$ cat src/rtl/dmem_pkg.sv
// Shared encodings for the parametrised data memory: access types, functions
// and the request-sequencing state.
package dmem_pkg;

  localparam logic [2:0] MT_X  = 3'd0;
  localparam logic [2:0] MT_B  = 3'd1;
  localparam logic [2:0] MT_H  = 3'd2;
  localparam logic [2:0] MT_W  = 3'd3;
  localparam logic [2:0] MT_BU = 3'd5;
  localparam logic [2:0] MT_HU = 3'd6;

  localparam logic M_XRD = 1'b0;
  localparam logic M_XWR = 1'b1;

  typedef enum logic {IDLE, WAIT} state_t;

endpackage

$ cat src/rtl/param_dmem_if.sv
// DMEM request/response bus between the core (master) and the data memory (slave).
interface param_dmem_if;

  logic [31:0] dmem_in_io_dmem_req_bits_addr;
  logic [31:0] dmem_in_io_dmem_req_bits_data;
  logic        dmem_in_io_dmem_req_bits_fcn;
  logic [2:0]  dmem_in_io_dmem_req_bits_typ;
  logic        dmem_in_io_dmem_req_valid;
  logic        dmem_ou_io_dmem_req_ready;
  logic        dmem_ou_io_dmem_resp_valid;
  logic [31:0] dmem_ou_io_dmem_resp_bits_data;
  logic        dmem_ou_io_dmem_resp_bits_err;

  modport master (
    output dmem_in_io_dmem_req_bits_addr,
    output dmem_in_io_dmem_req_bits_data,
    output dmem_in_io_dmem_req_bits_fcn,
    output dmem_in_io_dmem_req_bits_typ,
    output dmem_in_io_dmem_req_valid,
    input  dmem_ou_io_dmem_req_ready,
    input  dmem_ou_io_dmem_resp_valid,
    input  dmem_ou_io_dmem_resp_bits_data,
    input  dmem_ou_io_dmem_resp_bits_err
  );

  modport slave (
    input  dmem_in_io_dmem_req_bits_addr,
    input  dmem_in_io_dmem_req_bits_data,
    input  dmem_in_io_dmem_req_bits_fcn,
    input  dmem_in_io_dmem_req_bits_typ,
    input  dmem_in_io_dmem_req_valid,
    output dmem_ou_io_dmem_req_ready,
    output dmem_ou_io_dmem_resp_valid,
    output dmem_ou_io_dmem_resp_bits_data,
    output dmem_ou_io_dmem_resp_bits_err
  );

endinterface

$ cat src/rtl/dmem_lane_align.sv
// Combinational sub-word handling: load extraction with sign/zero extension,
// store lane merging, and misalignment / invalid-type detection.
module dmem_lane_align
  import dmem_pkg::*;
(
  input  logic [31:0] word,
  input  logic [31:0] store_data,
  input  logic [1:0]  offset,
  input  logic [2:0]  typ,
  output logic [31:0] load_data,
  output logic [31:0] store_word,
  output logic        err
);

  logic [7:0]  byte_val;
  logic [15:0] half_val;

  always_comb begin
    byte_val   = word[7:0];
    half_val   = offset[1] ? word[31:16] : word[15:0];
    load_data  = 32'd0;
    store_word = word;
    err        = 1'b0;

    case (offset)
      2'd0: byte_val = word[7:0];
      2'd1: byte_val = word[15:8];
      2'd2: byte_val = word[23:16];
      2'd3: byte_val = word[31:24];
      default: byte_val = word[7:0];
    endcase

    case (typ)
      MT_B, MT_BU: err = 1'b0;
      MT_H, MT_HU: err = offset[0];
      MT_W:        err = (offset != 2'd0);
      default:     err = 1'b1;
    endcase

    case (typ)
      MT_B:    load_data = {{24{byte_val[7]}}, byte_val};
      MT_BU:   load_data = {24'd0, byte_val};
      MT_H:    load_data = {{16{half_val[15]}}, half_val};
      MT_HU:   load_data = {16'd0, half_val};
      MT_W:    load_data = word;
      default: load_data = 32'd0;
    endcase

    // Unsigned store types write exactly like their signed counterparts.
    case (typ)
      MT_B, MT_BU: begin
        case (offset)
          2'd0: store_word = {word[31:8], store_data[7:0]};
          2'd1: store_word = {word[31:16], store_data[7:0], word[7:0]};
          2'd2: store_word = {word[31:24], store_data[7:0], word[15:0]};
          2'd3: store_word = {store_data[7:0], word[23:0]};
          default: store_word = word;
        endcase
      end
      MT_H, MT_HU: store_word = offset[1] ? {store_data[15:0], word[15:0]}
                                          : {word[31:16], store_data[15:0]};
      MT_W:        store_word = store_data;
      default:     store_word = word;
    endcase
  end

endmodule

$ cat src/rtl/param_dmem.sv
// Parametrised DMEM: configurable depth, wait states and handshake style,
// with sub-word loads/stores and error reporting on the response.
module param_dmem
  import dmem_pkg::*;
#(
  parameter int ADDR_BITS    = 6,
  parameter int DELAY_CYCLES = 0,
  parameter int HS_MODE      = 0
) (
  input  logic         clock,
  input  logic         reset,
  param_dmem_if.slave  bus
);

  localparam int         IDX_BITS = ADDR_BITS - 2;
  localparam int         DEPTH    = 1 << IDX_BITS;
  localparam logic [3:0] DELAY    = 4'(DELAY_CYCLES);

  state_t                 state;
  logic [3:0]             cnt;
  logic [ADDR_BITS-1:0]   lat_addr;
  logic [31:0]            lat_data;
  logic                   lat_fcn;
  logic [2:0]             lat_typ;
  logic                   resp_valid;
  logic [31:0]            resp_data;
  logic                   resp_err;

  logic [31:0]            mem [DEPTH];

  logic                   ready;
  logic                   accept;
  logic                   access;
  logic [ADDR_BITS-1:0]   acc_addr;
  logic [31:0]            acc_data;
  logic                   acc_fcn;
  logic [2:0]             acc_typ;
  logic [31:0]            acc_word;
  logic [31:0]            load_data;
  logic [31:0]            store_word;
  logic                   acc_err;

  wire unused_addr_hi = ^bus.dmem_in_io_dmem_req_bits_addr[31:ADDR_BITS];

  assign ready  = (HS_MODE == 0) ? (state == IDLE) : (state == IDLE && !resp_valid);
  assign accept = bus.dmem_in_io_dmem_req_valid && ready;

  // With no wait states the access happens on the accepting edge from the live
  // request; otherwise it always comes from the latched copy.
  assign acc_addr = (DELAY_CYCLES == 0) ? bus.dmem_in_io_dmem_req_bits_addr[ADDR_BITS-1:0] : lat_addr;
  assign acc_data = (DELAY_CYCLES == 0) ? bus.dmem_in_io_dmem_req_bits_data : lat_data;
  assign acc_fcn  = (DELAY_CYCLES == 0) ? bus.dmem_in_io_dmem_req_bits_fcn  : lat_fcn;
  assign acc_typ  = (DELAY_CYCLES == 0) ? bus.dmem_in_io_dmem_req_bits_typ  : lat_typ;
  assign access   = (DELAY_CYCLES == 0) ? (state == IDLE && accept)
                                        : (state == WAIT && cnt == DELAY);

  assign acc_word = mem[acc_addr[ADDR_BITS-1:2]];

  dmem_lane_align u_align (
    .word       (acc_word),
    .store_data (acc_data),
    .offset     (acc_addr[1:0]),
    .typ        (acc_typ),
    .load_data  (load_data),
    .store_word (store_word),
    .err        (acc_err)
  );

  // Memory is deliberately unreset; reset only suppresses a pending write.
  always_ff @(posedge clock) begin
    if (!reset && access && acc_fcn == M_XWR && !acc_err)
      mem[acc_addr[ADDR_BITS-1:2]] <= store_word;
  end

  always_ff @(posedge clock) begin
    if (reset) begin
      state      <= IDLE;
      cnt        <= 4'd0;
      lat_addr   <= '0;
      lat_data   <= 32'd0;
      lat_fcn    <= M_XRD;
      lat_typ    <= MT_X;
      resp_valid <= 1'b0;
      resp_data  <= 32'd0;
      resp_err   <= 1'b0;
    end else begin
      resp_valid <= 1'b0;
      if (access) begin
        resp_valid <= 1'b1;
        resp_data  <= (acc_err || acc_fcn == M_XWR) ? 32'd0 : load_data;
        resp_err   <= acc_err;
      end
      case (state)
        IDLE: begin
          if (accept) begin
            lat_addr <= bus.dmem_in_io_dmem_req_bits_addr[ADDR_BITS-1:0];
            lat_data <= bus.dmem_in_io_dmem_req_bits_data;
            lat_fcn  <= bus.dmem_in_io_dmem_req_bits_fcn;
            lat_typ  <= bus.dmem_in_io_dmem_req_bits_typ;
            if (DELAY_CYCLES != 0) begin
              state <= WAIT;
              cnt   <= 4'd1;
            end
          end
        end
        WAIT: begin
          if (cnt == DELAY) begin
            state <= IDLE;
            cnt   <= 4'd0;
          end else begin
            cnt <= cnt + 4'd1;
          end
        end
        default: begin
          state <= IDLE;
          cnt   <= 4'd0;
        end
      endcase
    end
  end

  assign bus.dmem_ou_io_dmem_req_ready      = ready;
  assign bus.dmem_ou_io_dmem_resp_valid     = resp_valid;
  assign bus.dmem_ou_io_dmem_resp_bits_data = resp_data;
  assign bus.dmem_ou_io_dmem_resp_bits_err  = resp_err;

endmodule

$ cat src/flat_wrapper.sv
// flat-port wrapper written by rule: the top's interface ports become plain ports
module param_dmem_flat import dmem_pkg::*;
#(
  parameter int ADDR_BITS    = 6,
  parameter int DELAY_CYCLES = 0,
  parameter int HS_MODE      = 0
)
  (clock, reset, bus_dmem_in_io_dmem_req_bits_addr, bus_dmem_in_io_dmem_req_bits_data, bus_dmem_in_io_dmem_req_bits_fcn, bus_dmem_in_io_dmem_req_bits_typ, bus_dmem_in_io_dmem_req_valid, bus_dmem_ou_io_dmem_req_ready, bus_dmem_ou_io_dmem_resp_valid, bus_dmem_ou_io_dmem_resp_bits_data, bus_dmem_ou_io_dmem_resp_bits_err);
  param_dmem_if bus_i ();
  input  logic clock;
  input  logic reset;
  input wire logic [$bits(bus_i.dmem_in_io_dmem_req_bits_addr)-1:0] bus_dmem_in_io_dmem_req_bits_addr;
  input wire logic [$bits(bus_i.dmem_in_io_dmem_req_bits_data)-1:0] bus_dmem_in_io_dmem_req_bits_data;
  input wire logic [$bits(bus_i.dmem_in_io_dmem_req_bits_fcn)-1:0] bus_dmem_in_io_dmem_req_bits_fcn;
  input wire logic [$bits(bus_i.dmem_in_io_dmem_req_bits_typ)-1:0] bus_dmem_in_io_dmem_req_bits_typ;
  input wire logic [$bits(bus_i.dmem_in_io_dmem_req_valid)-1:0] bus_dmem_in_io_dmem_req_valid;
  output wire logic [$bits(bus_i.dmem_ou_io_dmem_req_ready)-1:0] bus_dmem_ou_io_dmem_req_ready;
  output wire logic [$bits(bus_i.dmem_ou_io_dmem_resp_valid)-1:0] bus_dmem_ou_io_dmem_resp_valid;
  output wire logic [$bits(bus_i.dmem_ou_io_dmem_resp_bits_data)-1:0] bus_dmem_ou_io_dmem_resp_bits_data;
  output wire logic [$bits(bus_i.dmem_ou_io_dmem_resp_bits_err)-1:0] bus_dmem_ou_io_dmem_resp_bits_err;
  assign bus_i.dmem_in_io_dmem_req_bits_addr = bus_dmem_in_io_dmem_req_bits_addr;
  assign bus_i.dmem_in_io_dmem_req_bits_data = bus_dmem_in_io_dmem_req_bits_data;
  assign bus_i.dmem_in_io_dmem_req_bits_fcn = bus_dmem_in_io_dmem_req_bits_fcn;
  assign bus_i.dmem_in_io_dmem_req_bits_typ = bus_dmem_in_io_dmem_req_bits_typ;
  assign bus_i.dmem_in_io_dmem_req_valid = bus_dmem_in_io_dmem_req_valid;
  assign bus_dmem_ou_io_dmem_req_ready = bus_i.dmem_ou_io_dmem_req_ready;
  assign bus_dmem_ou_io_dmem_resp_valid = bus_i.dmem_ou_io_dmem_resp_valid;
  assign bus_dmem_ou_io_dmem_resp_bits_data = bus_i.dmem_ou_io_dmem_resp_bits_data;
  assign bus_dmem_ou_io_dmem_resp_bits_err = bus_i.dmem_ou_io_dmem_resp_bits_err;
  param_dmem #(.ADDR_BITS(ADDR_BITS), .DELAY_CYCLES(DELAY_CYCLES), .HS_MODE(HS_MODE)) u_core (.clock(clock), .reset(reset), .bus(bus_i));
endmodule
$ cat config.mk
export PLATFORM = sky130hd
export DESIGN_NAME = param_dmem_flat
export DESIGN_NICKNAME = d
export VERILOG_FILES = /design/src/rtl/dmem_pkg.sv /design/src/rtl/param_dmem_if.sv /design/src/rtl/dmem_lane_align.sv /design/src/rtl/param_dmem.sv /design/src/flat_wrapper.sv
export SDC_FILE = /design/constraint.sdc
export NUM_CORES = 1
export LEC_CHECK = 0
export ABC_AREA = 1
export CAP_MARGIN = 20
export CORE_ASPECT_RATIO = 1.25
export CORE_MARGIN = 2
export CORE_UTILIZATION = 30
export DETAILED_ROUTE_END_ITERATION = 7
export MAX_ROUTING_LAYER = met4
export PLACE_DENSITY = 0.49
export SLEW_MARGIN = 5
export SYNTH_ARGS = -nofsm -noshare
export SYNTH_HDL_FRONTEND = slang
export SYNTH_SLANG_ARGS = --single-unit
$ cat constraint.sdc
create_clock -name clock -period 4.6 [get_ports clock]
set_input_delay 0.92 -clock clock [delete_from_list [all_inputs] [get_ports clock]]
set_output_delay 0.92 -clock clock [all_outputs]
set_load 0.1 [all_outputs]
==> summary.txt <==
Clock network
  – Clock buffer count from CTS: 54
  – CTS sink cnt: 551
  – Clock slew at reported path FFs: 60 ps
  – Clock buffer depth: 3
  – H-tree depth: 2
  – Cts repair resizes: 0
  – Post-CTS Hold Fix Bufs: 0
  – Skew-Pair Late Insertion Delay: 630 ps
  – Postcts setup bufs: 0
  – CTS tree: built
  – Clock Tree Root: clkbuf_16

Synth
  – Synth Area per Inst: between 10 and 15 µm²
  – Seq/Total Area, Yosys: 0.681
  – Primary FF master, synth: edfxtp_1
  – Synth Cell Area: 23700 µm²
  – Mapped Cells: between 2000 and 2500
  – Yosys cell types: 35
  – Synth warn: 0
  – Post-Syn Nets: 2339
  – Synth async-reset ratio: 0
  – Yosys reg bits: 551
  – Number of enable flip-flop cells after synthesis: just over 500

Floorplanning
  – Die height: 318 µm
  – Die Wd: between 200 and 300 µm
  – Die ar.: 81400 µm²
  – Rows: 115
  – Core footprint: about 79000 µm²
  – IO Pins: 106
  – Initial Util: 0.302

Place
  – Placed instance area: 26500 µm²
  – DPL Wire Length: 46.9 mm
  – GPL Wtd Cong: 0.916
  – Post-Place Cells: 3391
  – Count of input and output buffers: 79

Pwr
  – Pwr/cell area: 386 nW/µm²
  – Clock network fraction of total power: 0.377
  – Power Total: ~11 mW
  – Net Sw Frac: 0.250
  – Net switching power: approximately 2.7 mW
  – Power share of the combinational group: 0.103
  – VDD IR max: ~0.00026 V
  – Sequential Power Share: 0.520
  – Internal power: 8.14 mW
  – Leakage: 10.4 nW

Setup path
  – Crit path DAT: 3880 ps
  – Crit path max-delay family: buffers and inverters
  – Flop2flop setup slack: between 2000 and 2500 ps
  – Setup CP Type: in2reg
  – Largest stage delay on the critical path: 490 ps
  – Startpoint type of the worst setup path: primary input
  – Crit-path cells: buf_4 -> nand2_1 -> clkinv_2 -> buf_4 -> buf_4 -> nand2_1 -> nand2_1 -> o21ai_0 -> nand2_1 -> nor2_1 -> buf_4 -> a21oi_1 -> o21ai_0 -> o2111ai_1 -> buf_4
  – Worst Path Buf+Inv: 6
  – Crit path max-delay cell type: clkinv_2
  – Critical path's most frequent cell: buf_4
  – CP Max Fanout: 30
  – CP Capture Type: register
  – CP Data Required Time: 4960 ps

Route
  – Via-to-Cell Ratio: 4.95
  – Wl on met1: 32.9 mm
  – Post-route DRC: 0
  – Highest routed layer: met4
  – Antenna-violating nets left: 0
  – Initial DRT Pass Iterations: 6
  – Met2 WL: 35.7 mm
  – Wire per inst: approximately 22 µm
  – Met3 wire len: 4.54 mm
  – DR iter-0 viols: 1638
  – Total Routed Length: 76.6 mm
  – Vias post-DR: roughly 17000

Layout
  – Design Area, Final: 28100 µm²
  – Fin cells: 3490
  – Layout cells sized above 1: 0.0977
  – Area delta synth->final: 18.3%
  – Diodes inserted: 0
  – Total Nets Final: 2473

Global routing
  – Number of global-route vias before repair: ~17000
  – First-pass GRT wire length: about 110 mm
  – Largest net degree at the start of global routing: between 70 and 80
  – Antenna violations before repair: 1
  – Grt total ovfl: 0
  – Tot GR Track Use: 0.190

Timing
  – Final Hold Viols: 0
  – Tcrit/Tclk final: 0.765
  – Max_slew headroom: 0.345
  – Worst slew pin tran: between 900 and 1000 ps
  – Unrepaired setup endpoints after global routing: false
  – TNS Setup: 0 ps
  – Slew Limit Fails: 0
  – Clock Skew: 17.7 ps
  – Fmax: 284 MHz
  – Min Hold Slack: 462 ps
  – Fin crit period: about 3500 ps
  – Final setup fails: 0

Min path
  – HP Class: reg2reg

Flow run
  – Max-cap violations: 0

Status
  – Outcome: completed
## routing by layer
layer,GRT usage,vias up
li1,-,8038
met1,0.245,8422
met2,0.299,639
met3,0.0283,161
met4,0.0840,0
met5,-,-
## flip-flops by register name (all words and copies together) (netlist names)
name                                       flops
u_core.bus.dmem_ou_io_dmem_resp_valid          1
u_core.mem                                   512
u_core.bus.dmem_ou_io_dmem_resp_bits_data     32
u_core.state                                   1
u_core.bus.dmem_ou_io_dmem_resp_bits_err       1
u_core.cnt                                     4
## per-stage QoR
stage          setup slack (ps)   util
2_1_floorplan               839      -
5_1_grt                     914  0.357
6_report                   1080  0.357
3_5_place_dp                455  0.337
4_1_cts                    1100  0.357
3_3_place_gp                433  0.337
## power groups by stage
stage	combinational, mW	sequential, mW	clock, mW
2_1_floorplan	0.581	5.79	0
3_3_place_gp	1.08	5.75	0
3_5_place_dp	1.10	5.75	0
4_1_cts	1.10	5.64	4.19
5_1_grt	1.21	5.64	4.37
6_report	1.11	5.64	4.09
## final cells by class
type | count | area (µm²)
fillers | 7842 | 50500
flip-flops and latches | 551 | 16200
multi-input cells | 1519 | 6800
repair buffers | 203 | 1950
clock buffers | 67 | 1400
well taps | 1053 | 1320
inverters | 71 | 270
clock inverters | 26 | 174
## cells in the mapped netlist (29+ instances only)
cell type    n  area (µm²)
dfxtp_1     39         781
nand3_1     53         265
edfxtp_1   512       15400
o21ai_0     90         450
inv_1       64         240
nor2_1      79         297
a22oi_1     58         435
a21oi_1    156         781
buf_2       56         280
nand4_1     29         181
nand2_1    982        3690
clkbuf_1    46         173
## worst min-delay path, delay by kind of cell (launching register included)
family	cells	cell delay [ps]
flip-flops	1	310
AO/OA/AOI/OAI	1	50
AND/OR/NAND/NOR	1	60
## worst paths after layout
check	start	endpoint	cells past startpoint
max	bus_dmem_in_io_dmem_req_bits_addr[2]	u_core.mem[11][8]	15
min	u_core.bus.dmem_ou_io_dmem_resp_bits_data[15]	u_core.bus.dmem_ou_io_dmem_resp_bits_data[15]	2
max reg2reg	u_core.state	u_core.mem[3][25]	7
min reg2reg	u_core.bus.dmem_ou_io_dmem_resp_bits_data[15]	u_core.bus.dmem_ou_io_dmem_resp_bits_data[15]	2
## kinds of logic (layout without fill, tap and decap cells)
group	Yosys count	after routing	synth area share
compound gates	346	346	0.0833
buf+inv	196	367	0.0387
simple gates	1169	1169	0.195
xor+xnor	2	2	0.000738
fa+ha+maj	2	2	0.00105
flops	551	551	0.681
## cells in the final DEF, fill, tap and decap left out, drive strengths merged, types with 3 or more instances in the layout
cell | synthesis | layout
nand2 | 983 | 983
buf | 79 | 126
dfxtp | 39 | 39
nand3 | 54 | 54
clkbuf | 46 | 67
o31ai | 3 | 3
o211ai | 12 | 12
o2111ai | 12 | 12
inv | 67 | 68
o221ai | 3 | 3
edfxtp | 512 | 512
o21ai | 101 | 101
nand4 | 29 | 29
a22oi | 58 | 58
a21oi | 156 | 156
clkinv | 4 | 27
nor2 | 94 | 94
clkdlybuf4s50 | 0 | 77
nor3 | 8 | 8
Power figures use the tool's default switching activity.
